===== src/rtl/exfifo_spi_master.sv =====
// SPI master driven by an external command FIFO; read-back frames are written to a result FIFO.
// One command word selects a slave, sends its payload MSB first and optionally returns the received frame.
module exfifo_spi_master #(
    parameter int FIFO_W  = 32,
    parameter int N_SS    = 2,
    parameter int CLK_DIV = 4,
    parameter bit CPOL    = 1'b0,
    parameter bit CPHA    = 1'b0
) (
    input  logic              clk_clk,
    input  logic              rst_reset_n,
    input  logic              en,
    input  logic [FIFO_W-1:0] exfifo_if_d,
    output logic              exfifo_if_rd,
    input  logic              exfifo_if_rdempty,
    output logic [FIFO_W-1:0] exfifo_of_d,
    output logic              exfifo_of_wr,
    input  logic              exfifo_of_wrfull,
    output logic              spi_SCLK,
    output logic              spi_MOSI,
    input  logic              spi_MISO,
    output logic [N_SS-1:0]   spi_SS_n,
    output logic              busy,
    output logic              err_ss,
    output logic [2:0]        state_dbg
);

    localparam int SHIFT_W = FIFO_W - 8;
    localparam int EDGES   = 2 * SHIFT_W;
    localparam int DIV_W   = (CLK_DIV > 1) ? $clog2(CLK_DIV) : 1;
    localparam int EDGE_W  = $clog2(EDGES + 1);
    localparam logic [7:0] N_SS_L = 8'(N_SS);

    typedef enum logic [2:0] {
        IDLE  = 3'd0,
        FETCH = 3'd1,
        LATCH = 3'd2,
        SETUP = 3'd3,
        SHIFT = 3'd4,
        HOLD  = 3'd5,
        WB    = 3'd6
    } state_t;

    state_t               state_q;
    state_t               state_d;
    logic [DIV_W-1:0]     div_cnt;
    logic [EDGE_W-1:0]    edge_cnt;
    logic [SHIFT_W-1:0]   tx_sr;
    logic [SHIFT_W-1:0]   rx_sr;
    logic [6:0]           ss_q;
    logic                 rb_q;

    logic                 rb_in;
    logic [6:0]           ss_in;
    logic [SHIFT_W-1:0]   pay_in;
    logic                 ss_bad;
    logic [N_SS-1:0]      ss_sel;
    logic                 div_last;
    logic                 edge_last;
    logic                 in_frame;
    logic                 sclk_tick;
    logic                 update_edge;
    logic                 sample_edge;

    // Handshakes: exfifo_if_rd is a pop request issued only when rdempty is low, and the
    // popped word is valid on exfifo_if_d the following cycle. exfifo_of_wr is asserted only
    // while wrfull is low; every cycle with wr high is exactly one word accepted by the FIFO.

    assign rb_in  = exfifo_if_d[FIFO_W-1];
    assign ss_in  = exfifo_if_d[FIFO_W-2:SHIFT_W];
    assign pay_in = exfifo_if_d[SHIFT_W-1:0];
    assign ss_bad = ({1'b0, ss_in} >= N_SS_L);

    always_comb begin
        ss_sel = '0;
        for (int i = 0; i < N_SS; i++) begin
            ss_sel[i] = (ss_in == 7'(i));
        end
    end

    assign div_last    = (div_cnt == DIV_W'(CLK_DIV - 1));
    assign edge_last   = (edge_cnt == EDGE_W'(EDGES - 1));
    assign in_frame    = (state_q == SETUP) || (state_q == SHIFT) || (state_q == HOLD);
    assign sclk_tick   = (state_q == SHIFT) && div_last;
    // edge_cnt counts completed edges, so bit 0 low means the upcoming edge is odd-numbered.
    assign update_edge = sclk_tick && (edge_cnt[0] == !CPHA);
    assign sample_edge = sclk_tick && (edge_cnt[0] == CPHA);

    always_comb begin
        state_d      = state_q;
        exfifo_if_rd = 1'b0;
        exfifo_of_wr = 1'b0;
        busy         = (state_q != IDLE);
        case (state_q)
            IDLE: begin
                if (en && !exfifo_if_rdempty) begin
                    state_d = FETCH;
                end
            end
            FETCH: begin
                exfifo_if_rd = 1'b1;
                state_d      = LATCH;
            end
            LATCH: begin
                state_d = ss_bad ? IDLE : SETUP;
            end
            SETUP: begin
                if (div_last) begin
                    state_d = SHIFT;
                end
            end
            SHIFT: begin
                if (div_last && edge_last) begin
                    state_d = HOLD;
                end
            end
            HOLD: begin
                if (div_last) begin
                    state_d = rb_q ? WB : IDLE;
                end
            end
            WB: begin
                if (!exfifo_of_wrfull) begin
                    exfifo_of_wr = 1'b1;
                    state_d      = IDLE;
                end
            end
            default: begin
                state_d = IDLE;
            end
        endcase
    end

    assign state_dbg = state_q;

    always_ff @(posedge clk_clk) begin
        if (!rst_reset_n) begin
            state_q     <= IDLE;
            div_cnt     <= '0;
            edge_cnt    <= '0;
            tx_sr       <= '0;
            rx_sr       <= '0;
            ss_q        <= '0;
            rb_q        <= 1'b0;
            spi_SCLK    <= CPOL;
            spi_MOSI    <= 1'b0;
            spi_SS_n    <= '1;
            exfifo_of_d <= '0;
            err_ss      <= 1'b0;
        end else begin
            state_q <= state_d;

            if (in_frame) begin
                div_cnt <= div_last ? '0 : div_cnt + 1'b1;
            end else begin
                div_cnt <= '0;
            end

            if (state_q == SHIFT) begin
                if (div_last) begin
                    edge_cnt <= edge_cnt + 1'b1;
                end
            end else begin
                edge_cnt <= '0;
            end

            if (state_q == LATCH) begin
                if (ss_bad) begin
                    err_ss <= 1'b1;
                end else begin
                    ss_q     <= ss_in;
                    rb_q     <= rb_in;
                    spi_SS_n <= ~ss_sel;
                    spi_SCLK <= CPOL;
                    rx_sr    <= '0;
                    // CPHA=0 presents the MSB before the first edge; CPHA=1 shifts it out on edge 1.
                    if (CPHA) begin
                        tx_sr    <= pay_in;
                        spi_MOSI <= 1'b0;
                    end else begin
                        tx_sr    <= pay_in << 1;
                        spi_MOSI <= pay_in[SHIFT_W-1];
                    end
                end
            end

            if (sclk_tick) begin
                spi_SCLK <= ~spi_SCLK;
            end
            if (update_edge) begin
                spi_MOSI <= tx_sr[SHIFT_W-1];
                tx_sr    <= {tx_sr[SHIFT_W-2:0], 1'b0};
            end
            if (sample_edge) begin
                rx_sr <= {rx_sr[SHIFT_W-2:0], spi_MISO};
            end

            if ((state_q == HOLD) && div_last) begin
                spi_SS_n    <= '1;
                exfifo_of_d <= {1'b0, ss_q, rx_sr};
            end
        end
    end

endmodule


===== config.mk =====
export PLATFORM = sky130hd
export DESIGN_NAME = exfifo_spi_master
export DESIGN_NICKNAME = d
export VERILOG_FILES = /design/src/rtl/exfifo_spi_master.sv
export SDC_FILE = /design/constraint.sdc
export NUM_CORES = 1
export LEC_CHECK = 0
export CORE_MARGIN = 1
export CORE_UTILIZATION = 40
export CTS_CLUSTER_DIAMETER = 40
export DETAILED_ROUTE_END_ITERATION = 8
export PLACE_DENSITY_LB_ADDON = 0.08
export SETUP_SLACK_MARGIN = 0.5
export SKIP_CTS_REPAIR_TIMING = 1
export SLEW_MARGIN = 20
export SYNTH_ARGS = -nofsm -noshare
export SYNTH_HDL_FRONTEND = slang
export SYNTH_SLANG_ARGS = --single-unit

===== constraint.sdc =====
create_clock -name clk_clk -period 2.26 [get_ports clk_clk]
set_clock_uncertainty 0.05 [all_clocks]
set_input_delay 0.565 -clock clk_clk [delete_from_list [all_inputs] [get_ports clk_clk]]
set_output_delay 0.565 -clock clk_clk [all_outputs]
set_load 0.03 [all_outputs]

==> results by stage <==
Critical path:
- The endpoint arrival time on the critical path is 1.34 ns.
- STA classifies the critical path startpoint as a flop.
- The endpoint identified for the worst register-to-register timing path is state_dbg[1].
- The depth of the worst register-to-register path is 7.
- The worst setup slack for register-to-register paths is 0.54 ns.
- The worst stage delay on the critical path is a little under 0.4 ns.
- The critical path depth is 3.
- The most critical setup path has its startpoint at state_dbg[0].
- Of all nets on the critical path, the largest fanout is 5.
- The cell with the largest stage delay on the worst path is sky130_fd_sc_hd__dfxtp_4.
- The endpoint class of the critical path is an output pin.
- Counting both buffers and inverters, the worst setup path holds a total of 1.
- The kind of cell with the highest combined delay along the critical path is flip-flops.
- In this run the critical register-to-register path is launched from div_cnt[1].
- Traced cell by cell, the critical path runs through nor2b_1 -> nor2b_4 -> dlymetal6s2s_1.
- The required time at the endpoint of the critical path is 1.64 ns.
- The worst setup path is of the reg2out kind.
- Following the worst setup path forward leads to its endpoint at exfifo_if_rd.

Place:
- During placement, the flow inserted port buffers numbering around 80.
- Summed over all nets, the half-perimeter wirelength after detailed placement is about 5700 µm.
- Routability-driven placement finished with a final weighted congestion of a little under 0.8.
- Including well taps, the total number of placed cells is 658.

Clocking:
- TritonCTS built the clock tree.
- The buffer cell driving the clock tree root is sky130_fd_sc_hd__clkbuf_8.
- In this run the number of H-tree levels came out at 3.
- The clock net in this run drives a total of just over 100 sinks.
- The register clock-pin slew on the reported worst setup and hold paths is ~0.10 ns.
- The maximum buffer depth of the clock tree is 2.
- In this run, CTS created clock tree buffers numbering 9.
- The clock latency of the later-clocked register in the worst-skew pair is roughly 0.37 ns.

STA:
- Based on the critical path, the design can be clocked at up to between 500 and 600 MHz.
- The number of pins exceeding their max-slew limit in the final report is 0.
- The share of the clock period used by the worst path after layout is between 80% and 90%.
- The total count of hold-check failures in the final report came to 0.
- The clock period could shrink to around 2.0 ns.
- Setup repair after global routing could not meet its margin everywhere.
- Setup violations remaining at the end of the flow were counted as 0.

Cells and area:
- The most common cell after layout, fill and taps aside is sky130_fd_sc_hd__nand2_1.
- Leaving out fill and tap cells, the most frequent cells in the layout are sky130_fd_sc_hd__nand2_1, sky130_fd_sc_hd__dfxtp_1, sky130_fd_sc_hd__dlymetal6s2s_1, sky130_fd_sc_hd__nor2_1, sky130_fd_sc_hd__clkdlybuf4s50_1.
- The layout net count is ~600.
- From synthesis to final layout, the design area changed by 38.9%.
- The final standard cell utilization of the core is 58.0%.
- 0 antenna diodes ended up in the layout.
- Fill cells in the final layout number 870.
- The final cell count without fillers is ~700.
- The ratio of cells with drive above 1 in the final layout is between 10% and 20%.

Flow run:
- Across the run, the number of max-cap violations was 0.

GRT:
- The initial antenna violation count came to 0.
- Entering global routing, the biggest net connects 34 pins.
- Summed over all layers, the global routing overflow is 0.
- The first global-routing pass estimated around 15000 µm of wire.
- In the global route stage, overall resource usage came out at 17.2%.
- The number of global-route vias before repair is between 3000 and 4000.

Route:
- The first TritonRoute pass finished after 4 iterations.
- The final layout contains routed wiring with a total length of 9350 µm.
- Dividing the detail-routed wire length by the instance count gives around 13 µm.
- The DRC violation count after routing is 0.
- The number of vias in the routed layout is 3481.
- The starting DRC count in detailed routing is between 100 and 150.
- The detail-routed via count per cell is 4.98.
- The residual antenna-violating net count after detailed routing is 0.

Die:
- The horizontal die dimension is around 100 µm.
- The floorplan has 36 rows.
- From bottom edge to top edge, the die measures just over 100 µm.
- The number of I/O pins is roughly 80.
- The initial core utilization is a little over two fifths.
- In this run the standard cell core region covers slightly below 0.01 mm².
- The die outline area is roughly 0.011 mm².

Yosys:
- The post-synthesis cell area is approximately 0.0041 mm².
- Each instance of the synthesized netlist takes up on average roughly 8.8 µm².
- The main flop type after synthesis is sky130_fd_sc_hd__dfxtp_1.
- For this run, the register share of the synthesized area comes to between 40% and 50%.
- The number of nets handed over by synthesis was approximately 500.
- In this run, synthesis inferred 0 flip-flops with an integrated enable.
- The fraction of synthesis flops using an asynchronous set or reset pin is 0%.
- Synthesis inferred slightly above 100 register bits.
- The netlist uses 44 different library cells.
- Yosys printed 0 warnings.
- Synthesis produced a netlist whose cell count is roughly 470.

Hold path:
- The class of the tightest hold or removal check is reg2reg.

Pwr:
- Power spread over the standard cell area amounts to approximately 650 mW/mm².
- IR analysis of the VDD net gives a maximum drop of between 0.3 and 0.4 mV.
- Summing internal, switching and leakage power gives between 3 and 4 mW.
- The leakage dissipation is approximately 2.7 nW.

Outcome:
- The run finished with clean final reports.
[routing by layer]
| layer | part of all wire, % | vias up | wire length (µm) | track usage [%] |
|---|---|---|---|---|
| met5 | 0 | - | 0 | 0 |
| met4 | 1.5 | 0 | 140 | 5.90 |
| met3 | 5.0 | 13 | 468 | 4.72 |
| met2 | 49 | 69 | 4540 | 29.6 |
| met1 | 45 | 1621 | 4210 | 20.6 |
| li1 | - | 1778 | - | - |
[through the flow]
step,worst slack (ns),hold WS (ns),TNS (ns),cell area (µm²)
after floorplan,0.510,0.358,0,4160
after global placement,0.0422,0.365,0,5050
final,0.306,0.393,0,5730
after CTS,-0.119,0.388,-0.213,5280
after global routing,0.225,0.415,0,5730
after detailed placement,-0.0226,0.373,-0.197,5050
[worst min-delay path by stage]
stage,start,end,depth (start not counted)
2_1_floorplan,div_cnt[0],div_cnt[0],1
3_3_place_gp,div_cnt[0],div_cnt[0],1
3_5_place_dp,div_cnt[0],div_cnt[0],1
4_1_cts,div_cnt[0],div_cnt[0],1
5_1_grt,div_cnt[0],div_cnt[0],1
6_report,div_cnt[0],div_cnt[0],1
[flip-flops by register name, indices dropped and copies added, names as in the netlist]
register / flops
spi_MOSI: 1
ss_q: 7
edge_cnt: 6
rx_sr: 24
spi_SS_n: 2
spi_SCLK: 1
rb_q: 1
div_cnt: 2
state_dbg: 3
err_ss: 1
tx_sr: 23
exfifo_of_d: 31
[where the power goes]
part / switching [mW] / leakage [nW] / internal, mW
clock: 0.668 / 0.115 / 0.646
combinational: 0.254 / 1.78 / 0.310
sequential: 0.0265 / 0.826 / 1.82
[cell families after synthesis]
| group | after synthesis | synth area share, % |
|---|---|---|
| flip-flops | 102 | 49.5 |
| buffers and inverters | 39 | 5.13 |
| other | 1 | 0.0910 |
| XOR/XNOR | 5 | 1.06 |
| AND/OR/NAND/NOR | 217 | 24.5 |
| multiplexers | 1 | 0.243 |
| adder cells (fa/ha/maj) | 2 | 0.607 |
| AO/OA/AOI/OAI | 102 | 18.8 |
[final cells by class]
type                       count  area [µm²]  share of cell area (%)
clock buffer                  10         128                    2.23
clock inverter                 6         100                    1.75
inverter                       2        12.5                   0.219
multi-input combinational    328        1940                    33.8
sequential                   102        2060                    36.0
tap                          133         166                    2.91
timing repair buffer         118        1320                    23.1
[worst register-to-register path, cell delays in order, from the launching register on]
cell and delay [ns]:
sky130_fd_sc_hd__dfxtp_2 0.36, sky130_fd_sc_hd__ha_4 0.18, sky130_fd_sc_hd__buf_6 0.14, sky130_fd_sc_hd__nand4_1 0.13, sky130_fd_sc_hd__o311ai_2 0.29, sky130_fd_sc_hd__o21a_1 0.21
sky130_fd_sc_hd__nand4_1 0.10, sky130_fd_sc_hd__and3b_1 0.16
[cells in the mapped netlist, types with 4 or more instances]
master,instances,area [µm²]
sky130_fd_sc_hd__nand2_1,114,428
sky130_fd_sc_hd__dfxtp_1,102,2040
sky130_fd_sc_hd__nor2_1,41,154
sky130_fd_sc_hd__a21boi_1,29,218
sky130_fd_sc_hd__a21boi_0,28,210
sky130_fd_sc_hd__nand3_1,28,140
sky130_fd_sc_hd__clkbuf_1,15,56.3
sky130_fd_sc_hd__buf_2,13,65.1
sky130_fd_sc_hd__o221ai_1,13,114
sky130_fd_sc_hd__o21ai_0,9,45.0
sky130_fd_sc_hd__a31oi_1,7,43.8
sky130_fd_sc_hd__and3_1,7,43.8
sky130_fd_sc_hd__a21oi_1,5,25.0
sky130_fd_sc_hd__buf_4,5,37.5
sky130_fd_sc_hd__buf_6,4,45.0
sky130_fd_sc_hd__nand4_1,4,25.0
sky130_fd_sc_hd__o221ai_2,4,60.1
sky130_fd_sc_hd__xor2_1,4,35.0
(Power assumes the default switching activity.)
